## config.mk

```make
export PLATFORM = sky130hd
export DESIGN_NAME = packet_flit_sender_flat
export DESIGN_NICKNAME = d
export VERILOG_FILES = /design/src/rtl/packet_flit_sender_if.sv /design/src/rtl/packet_flit_sender.sv /design/src/flat_wrapper.sv
export SDC_FILE = /design/constraint.sdc
export NUM_CORES = 1
export LEC_CHECK = 0
export BUFFER_PORTS_ARGS = -buffer_cell sky130_fd_sc_hd__buf_2
export CAP_MARGIN = 20
export CORE_ASPECT_RATIO = 1.2
export CORE_MARGIN = 2
export CORE_UTILIZATION = 40
export CTS_BUF_LIST = sky130_fd_sc_hd__clkbuf_8
export DETAILED_ROUTE_END_ITERATION = 7
export PLACE_DENSITY = 0.74
export SLEW_MARGIN = 20
export SYNTH_ARGS = -nofsm -noshare
export SYNTH_HDL_FRONTEND = slang
export SYNTH_SLANG_ARGS = --single-unit
```

## constraint.sdc

```tcl
create_clock -name nocclk -period 43.9 [get_ports nocclk]
set_clock_uncertainty 0.05 [all_clocks]
set_input_delay 8.78 -clock nocclk [delete_from_list [all_inputs] [get_ports nocclk]]
set_output_delay 8.78 -clock nocclk [all_outputs]
set_load 0.03 [all_outputs]
```

## src/rtl/packet_flit_sender_if.sv

```systemverilog
// Shared flit/packet types and the handshake bundle between the packet buffer,
// the flit sender and the downstream flit sink.

package types;
  typedef enum logic [1:0] {
    HEAD    = 2'd0,
    BODY    = 2'd1,
    TAIL    = 2'd2,
    INVALID = 2'd3
  } flittype_t;

  typedef struct packed {
    flittype_t   flittype;
    logic [3:0]  dest;
    logic [1:0]  vc;
  } header_t;

  typedef struct packed {
    header_t     header;
    logic [31:0] payload;
  } flit_t;
endpackage

package packet_types;
  localparam int PACKET_MAX_FLITS = 8;
  // One spare bit so out-of-range tail indices are representable.
  localparam int TAIL_W = $clog2(PACKET_MAX_FLITS) + 1;

  typedef struct packed {
    types::flit_t [PACKET_MAX_FLITS-1:0] buffer;
    logic [TAIL_W-1:0]                   tail_index;
    logic                                is_complete;
    logic [15:0]                         timer;
    logic [7:0]                          packet_id;
  } packet_element_t;
endpackage

interface packet_flit_sender_if;
  packet_types::packet_element_t transfered_packet;
  logic                          transfered_packet_valid;
  logic                          transfered_packet_completed;
  types::flit_t                  out_flit;
  logic                          out_flit_valid;
  logic                          out_flit_ready;

  // Environment side: offers entries, consumes flits.
  modport master (
    output transfered_packet,
    output transfered_packet_valid,
    input  transfered_packet_completed,
    input  out_flit,
    input  out_flit_valid,
    output out_flit_ready
  );

  // Sender side.
  modport slave (
    input  transfered_packet,
    input  transfered_packet_valid,
    output transfered_packet_completed,
    output out_flit,
    output out_flit_valid,
    input  out_flit_ready
  );
endinterface

```

## src/rtl/packet_flit_sender.sv

```systemverilog
// Pops completed packet entries, snapshots them and serializes the flits
// head-first onto a valid/ready stream; malformed entries are dropped and counted.

module packet_flit_sender #(
  parameter int PACKET_MAX_FLITS = 8,
  parameter int CNT_WIDTH        = 16
) (
  input  logic                 nocclk,
  input  logic                 rst_n,
  packet_flit_sender_if.slave  bus,
  output logic                 busy,
  output logic [CNT_WIDTH-1:0] sent_packet_count,
  output logic [7:0]           dropped_packet_count
);

  localparam int IDX_W = (PACKET_MAX_FLITS > 1) ? $clog2(PACKET_MAX_FLITS) : 1;
  localparam int NUM_W = $clog2(PACKET_MAX_FLITS + 1);
  localparam int TI_W  = packet_types::TAIL_W;
  localparam logic [TI_W-1:0] MAX_TI = TI_W'(PACKET_MAX_FLITS);

  localparam logic [0:0] IDLE = 1'b0;
  localparam logic [0:0] SEND = 1'b1;

  logic [0:0]                    state_q, state_d;
  logic [IDX_W-1:0]              flit_idx_q, flit_idx_d;
  logic [NUM_W-1:0]              num_flits_q, num_flits_d;
  logic [CNT_WIDTH-1:0]          sent_q, sent_d;
  logic [7:0]                    drop_q, drop_d;
  packet_types::packet_element_t snap_q;
  logic                          capture;

  logic [TI_W-1:0]  tail;
  logic [IDX_W-1:0] last_pos;
  logic             tail_ok;
  logic             well_formed;
  logic             last_flit;

  // Well-formedness of the entry currently offered upstream.
  always_comb begin
    tail     = bus.transfered_packet.tail_index;
    tail_ok  = (tail != '0) && (tail <= MAX_TI);
    last_pos = IDX_W'(tail - TI_W'(1));
    well_formed = tail_ok
               && (bus.transfered_packet.buffer[0].header.flittype == types::HEAD)
               && bus.transfered_packet.is_complete
               && ((tail == TI_W'(1))
                   || (bus.transfered_packet.buffer[last_pos].header.flittype == types::TAIL));
  end

  assign last_flit = (NUM_W'(flit_idx_q) == (num_flits_q - NUM_W'(1)));

  // Next-state logic for the IDLE/SEND controller and both counters.
  always_comb begin
    state_d     = state_q;
    flit_idx_d  = flit_idx_q;
    num_flits_d = num_flits_q;
    sent_d      = sent_q;
    drop_d      = drop_q;
    capture     = 1'b0;
    case (state_q)
      IDLE: begin
        if (bus.transfered_packet_valid) begin
          if (well_formed) begin
            capture     = 1'b1;
            state_d     = SEND;
            flit_idx_d  = '0;
            num_flits_d = NUM_W'(tail);
          end else if (drop_q != 8'hFF) begin
            drop_d = drop_q + 8'd1;
          end
        end
      end
      SEND: begin
        if (bus.out_flit_ready) begin
          if (last_flit) begin
            state_d = IDLE;
            sent_d  = sent_q + CNT_WIDTH'(1);
          end else begin
            flit_idx_d = flit_idx_q + IDX_W'(1);
          end
        end
      end
      default: state_d = IDLE;
    endcase
  end

  // Controller and counter registers with synchronous active-low reset.
  always_ff @(posedge nocclk) begin
    if (!rst_n) begin
      state_q     <= IDLE;
      flit_idx_q  <= '0;
      num_flits_q <= '0;
      sent_q      <= '0;
      drop_q      <= '0;
    end else begin
      state_q     <= state_d;
      flit_idx_q  <= flit_idx_d;
      num_flits_q <= num_flits_d;
      sent_q      <= sent_d;
      drop_q      <= drop_d;
    end
  end

  // Snapshot of the accepted entry; contents are don't-care outside SEND.
  always_ff @(posedge nocclk) begin
    if (capture) snap_q <= bus.transfered_packet;
  end

  // Metadata is carried in the snapshot but never interpreted here.
  logic unused_meta;
  assign unused_meta = ^{snap_q.tail_index, snap_q.is_complete, snap_q.timer, snap_q.packet_id};

  // Pop is suppressed during reset so no entry is released and then lost.
  assign bus.transfered_packet_completed = rst_n && (state_q == IDLE) && bus.transfered_packet_valid;
  assign bus.out_flit_valid = (state_q == SEND);
  assign bus.out_flit       = snap_q.buffer[flit_idx_q];
  assign busy               = (state_q == SEND);
  assign sent_packet_count    = sent_q;
  assign dropped_packet_count = drop_q;

endmodule

```

## src/flat_wrapper.sv

```systemverilog
// flat-port wrapper written by rule: the top's interface ports become plain ports
module packet_flit_sender_flat 
#(
  parameter int PACKET_MAX_FLITS = 8,
  parameter int CNT_WIDTH        = 16
)
  (nocclk, rst_n, busy, sent_packet_count, dropped_packet_count, bus_transfered_packet, bus_transfered_packet_valid, bus_transfered_packet_completed, bus_out_flit, bus_out_flit_valid, bus_out_flit_ready);
  packet_flit_sender_if bus_i ();
  input  logic nocclk;
  input  logic rst_n;
  output logic busy;
  output logic [CNT_WIDTH-1:0] sent_packet_count;
  output logic [7:0] dropped_packet_count;
  input wire logic [$bits(bus_i.transfered_packet)-1:0] bus_transfered_packet;
  input wire logic [$bits(bus_i.transfered_packet_valid)-1:0] bus_transfered_packet_valid;
  output wire logic [$bits(bus_i.transfered_packet_completed)-1:0] bus_transfered_packet_completed;
  output wire logic [$bits(bus_i.out_flit)-1:0] bus_out_flit;
  output wire logic [$bits(bus_i.out_flit_valid)-1:0] bus_out_flit_valid;
  input wire logic [$bits(bus_i.out_flit_ready)-1:0] bus_out_flit_ready;
  assign bus_i.transfered_packet = bus_transfered_packet;
  assign bus_i.transfered_packet_valid = bus_transfered_packet_valid;
  assign bus_transfered_packet_completed = bus_i.transfered_packet_completed;
  assign bus_out_flit = bus_i.out_flit;
  assign bus_out_flit_valid = bus_i.out_flit_valid;
  assign bus_i.out_flit_ready = bus_out_flit_ready;
  packet_flit_sender #(.PACKET_MAX_FLITS(PACKET_MAX_FLITS), .CNT_WIDTH(CNT_WIDTH)) u_core (.nocclk(nocclk), .rst_n(rst_n), .bus(bus_i), .busy(busy), .sent_packet_count(sent_packet_count), .dropped_packet_count(dropped_packet_count));
endmodule
```

==> out/qor.tcl <==
set qor(run_status) {finished, final reports clean}
set qor(area_delta_synth_final_pct) 25.8
set qor(synthXorXnorAreaFrac) 0.0121
set qor(hold_slack_ps) 430
set qor(setup_repair_after_global_routing_missed_its_margin) {no}
set qor(slew-limit-headroom) 0.312
set qor(timing.setup.critical_path_class) {input pin to output pin}
set qor(numPortBuffers) 395
set qor(timing.hold.worst_endpoint) {u_core.dropped_packet_count[5]}
set qor(tightest_slew_ps) 1030
set qor(postRouteAntennaNets) 0
set qor(power_density_over_cell_area_nw_per_um2) 37.9
set qor(viasPerCell) 4.88
set qor(global_route_wire_length_before_repair_um) 45700
set qor(synthFlopType) {edfxtp_1}
set qor(first_global_vias) 8494
set qor(fp.dieH_um) 207
set qor(multi_input_logic_area_sq_um) 3410
set qor(worst_hold_path.num_cells) 2
set qor(clk_pin_slew_ps) 60
set qor(cts-root-to-sink-buffers) 3
set qor(fmax_ghz) 0.0539
set qor(cts_post_setup_buffers_inserted) 0
set qor(post-dp-hpwl_um) 20700
set qor(synth_area_per_cell_sq_um) 20.6
set qor(detail_route.drc_violations) 0
set qor(cp_slowest_cell) {buf_2}
set qor(gp_congestion) 0.794
set qor(tritoncts) {done}
set qor(cap_viol_max_count) 0
set qor(setup_viol) 0
set qor(met1_length_um) 10900
set qor(r2r_start) {u_core.bus.out_flit_valid}
set qor(timing.final.max_slew_violations) 0
set qor(totalWireLength_um) 30300
set qor(grtUsageTotal) 0.166
set qor(synth_top_family_by_area) {multiplexers}
set qor(synth_cell_types) 45
set qor(worst_ir_drop_vdd_uv) 29.9
set qor(cell_chain_of_the_critical_path) {buf_2, and2_1, buf_2}
set qor(syn_inst) 671
set qor(post_route_cells_drive_above_1_share) 0.525
set qor(layout.nets) 1460
set qor(power_leakage_nw) 6.33
set qor(design_area_sq_um) 17400
set qor(post_cts_hold_buffer_count) 0
set qor(cp_slowest_stage_delay_ps) 520
set qor(synth_nets) 1031
set qor(synth-compound-area-share) 0.00934
set qor(clock-root-buffer) {clkbuf_8}
set qor(synth_edf_count) 320
set qor(postSynth.asyncResetShare) 0
set qor(grt_start_max_net_pins) 177
set qor(cp_max_fo) 45
set qor(synthesis.area_sq_um) 13800
set qor(startpoint_type) {input pin}
set qor(cts-resized-gates) 0
set qor(yosysWarningCount) 0
set qor(cp-end-kind) {output pin}
set qor(topRoutingLayerUsed) {met4}
set qor(critPathRequiredTime_ps) 35070
set qor(synthSimpleGateAreaFrac) 0.0481
set qor(end_of_the_worst_register_to_register_path) {u_core.snap_q[198]}
set qor(detailedRoute.firstPassIterationCount) 5
set qor(wl_per_cell_um) 18.8
set qor(r2r_cells) 4
set qor(cts.sinks) 352
set qor(post_synth_mux_area_share) 0.171
set qor(hold_class) {register to register}
set qor(finalCritPeriodShare) 0.422
set qor(die_extent_in_x_um) 174
set qor(met3_wirelength_um) 2370
set qor(cts-htree-levels) 2
set qor(rrSetupSlack_ps) 40700
set qor(cp.arrival_ps) 9710
set qor(die_area_sq_um) 36000
set qor(post_placement_cell_area_sq_um) 16300
set qor(layout.area.seq_sq_um) 10300
set qor(met2WireLength_um) 16000
set qor(timing.critical_path.from) {rst_n}
set qor(hold_viol_final) 0
set qor(floorplan.initialDensity) 0.406
set qor(final.min_clock_period_ps) 18540
set qor(power.total_w) 0.000658
set qor(critical-path-top-cell-by-count) {buf_2}
set qor(grt-ovfl-total) 0
set qor(fillers) 2799
set qor(rows) 74
set qor(cts-buffers-inserted) 55
set qor(final.setup.tns_ps) 0
set qor(ys_seq_elements) 352
set qor(via_count) 7857
set qor(post_synth_fa_ha_maj_area_fraction) 0.00635
set qor(detail_route.iter0.violations) 539
set qor(antenna_found_initial) 10
set qor(worstSkewPairLatency_ps) 580
set qor(io_pins) 420
set qor(seq_area_frac_synth) 0.743
set qor(hold_path_startpoint) {u_core.dropped_packet_count[5]}
set qor(core_area_sq_um) 34000
-- flip-flops by register name, indices dropped and copies added, names as in the netlist --
name	flops
u_core.bus.out_flit_valid	1
u_core.snap_q	320
u_core.flit_idx_q	3
u_core.num_flits_q	4
u_core.dropped_packet_count	8
u_core.sent_packet_count	16
-- kinds of logic (layout without fill, tap and decap cells) --
logic type / after synthesis / count (layout)
other: 0 / 10
multiplexers: 131 / 131
buffers and inverters: 34 / 508
XOR/XNOR: 19 / 19
flip-flops: 352 / 352
AND/OR/NAND/NOR: 111 / 111
adder cells (fa/ha/maj): 7 / 7
AO/OA/AOI/OAI: 17 / 17
-- worst max path at each step --
stage | end | cells past startpoint | slack (ps)
after global routing | bus_transfered_packet_completed | 3 | 25280
after global placement | bus_transfered_packet_completed | 3 | 25340
after detailed placement | bus_transfered_packet_completed | 3 | 25330
after floorplan | u_core.num_flits_q[0] | 8 | 22980
after CTS | bus_transfered_packet_completed | 3 | 25330
final | bus_transfered_packet_completed | 3 | 25360
-- layout make-up --
type / instances / area share
sequential: 352 / 0.591
inverter: 5 / 0.00108
timing repair buffer: 401 / 0.117
clock buffer: 56 / 0.0444
multi-input combinational: 285 / 0.196
antenna: 10 / 0.00144
tap: 456 / 0.0329
clock inverter: 46 / 0.0156
-- worst max-delay path, delay by kind of cell --
kind / cells / cell delay [ps]
buffers and inverters: 2 / 710
and+or+nand+nor: 1 / 210
-- layout by cell type, fill, tap and decap left out, types with 3 or more instances in the layout --
| master | n |
|---|---|
| o21ai_0 | 4 |
| buf_2 | 395 |
| nand2_1 | 25 |
| nor2_1 | 7 |
| nor4_1 | 3 |
| clkbuf_8 | 56 |
| nand3b_1 | 6 |
| diode_2 | 10 |
| ha_1 | 7 |
| nor2b_1 | 5 |
| nand2b_1 | 7 |
| nand3_1 | 12 |
| mux4_2 | 80 |
| clkinv_1 | 18 |
| mux2_2 | 40 |
| buf_4 | 5 |
| edfxtp_1 | 320 |
| bufinv_16 | 3 |
| and2_1 | 18 |
| mux2i_1 | 11 |
| nand4_1 | 5 |
| dfxtp_1 | 29 |
| inv_1 | 22 |
| clkinv_2 | 5 |
| and3_1 | 6 |
| xor2_1 | 6 |
| nand4b_1 | 3 |
| xnor2_1 | 13 |
-- routing by layer --
layer | up-vias | global-route usage
met5 | - | 0
met4 | 0 | 0.0809
met3 | 65 | 0.0505
met2 | 346 | 0.294
met1 | 3841 | 0.180
li1 | 3605 | -
-- power breakdown --
part / switching [W] / leakage [nW] / total [W] / internal, W
combinational: 0.0000115 / 2.60 / 0.0000262 / 0.0000147
clock: 0.000123 / 0.588 / 0.000260 / 0.000136
sequential: 0.00000165 / 3.14 / 0.000372 / 0.000370
total: 0.000136 / 6.33 / 0.000658 / 0.000522
-- cells in the mapped netlist (all sizes together) (8+ instances only) --
cell | n | share of area
edfxtp | 320 | 0.70
mux4 | 80 | 0.13
mux2 | 40 | 0.033
dfxtp | 32 | 0.046
nand2 | 25 | 0.0068
clkbuf | 19 | 0.0052
and2 | 18 | 0.0082
xnor2 | 13 | 0.0083
nand3 | 12 | 0.0044
mux2i | 11 | 0.0080
buf | 10 | 0.0038
nor2 | 8 | 0.0024
-- stage by stage --
| step | util | std cells | setup slack, ps |
|---|---|---|---|
| after CTS | 0.510 | 1601 | 25330 |
| after global placement | 0.479 | 1499 | 25340 |
| after detailed placement | 0.479 | 1499 | 25330 |
| after global routing | 0.511 | 1611 | 25280 |
| final | 0.511 | 1611 | 25360 |
| after floorplan | - | 671 | 22980 |
Note: power is estimated with default switching activity, not from simulation.
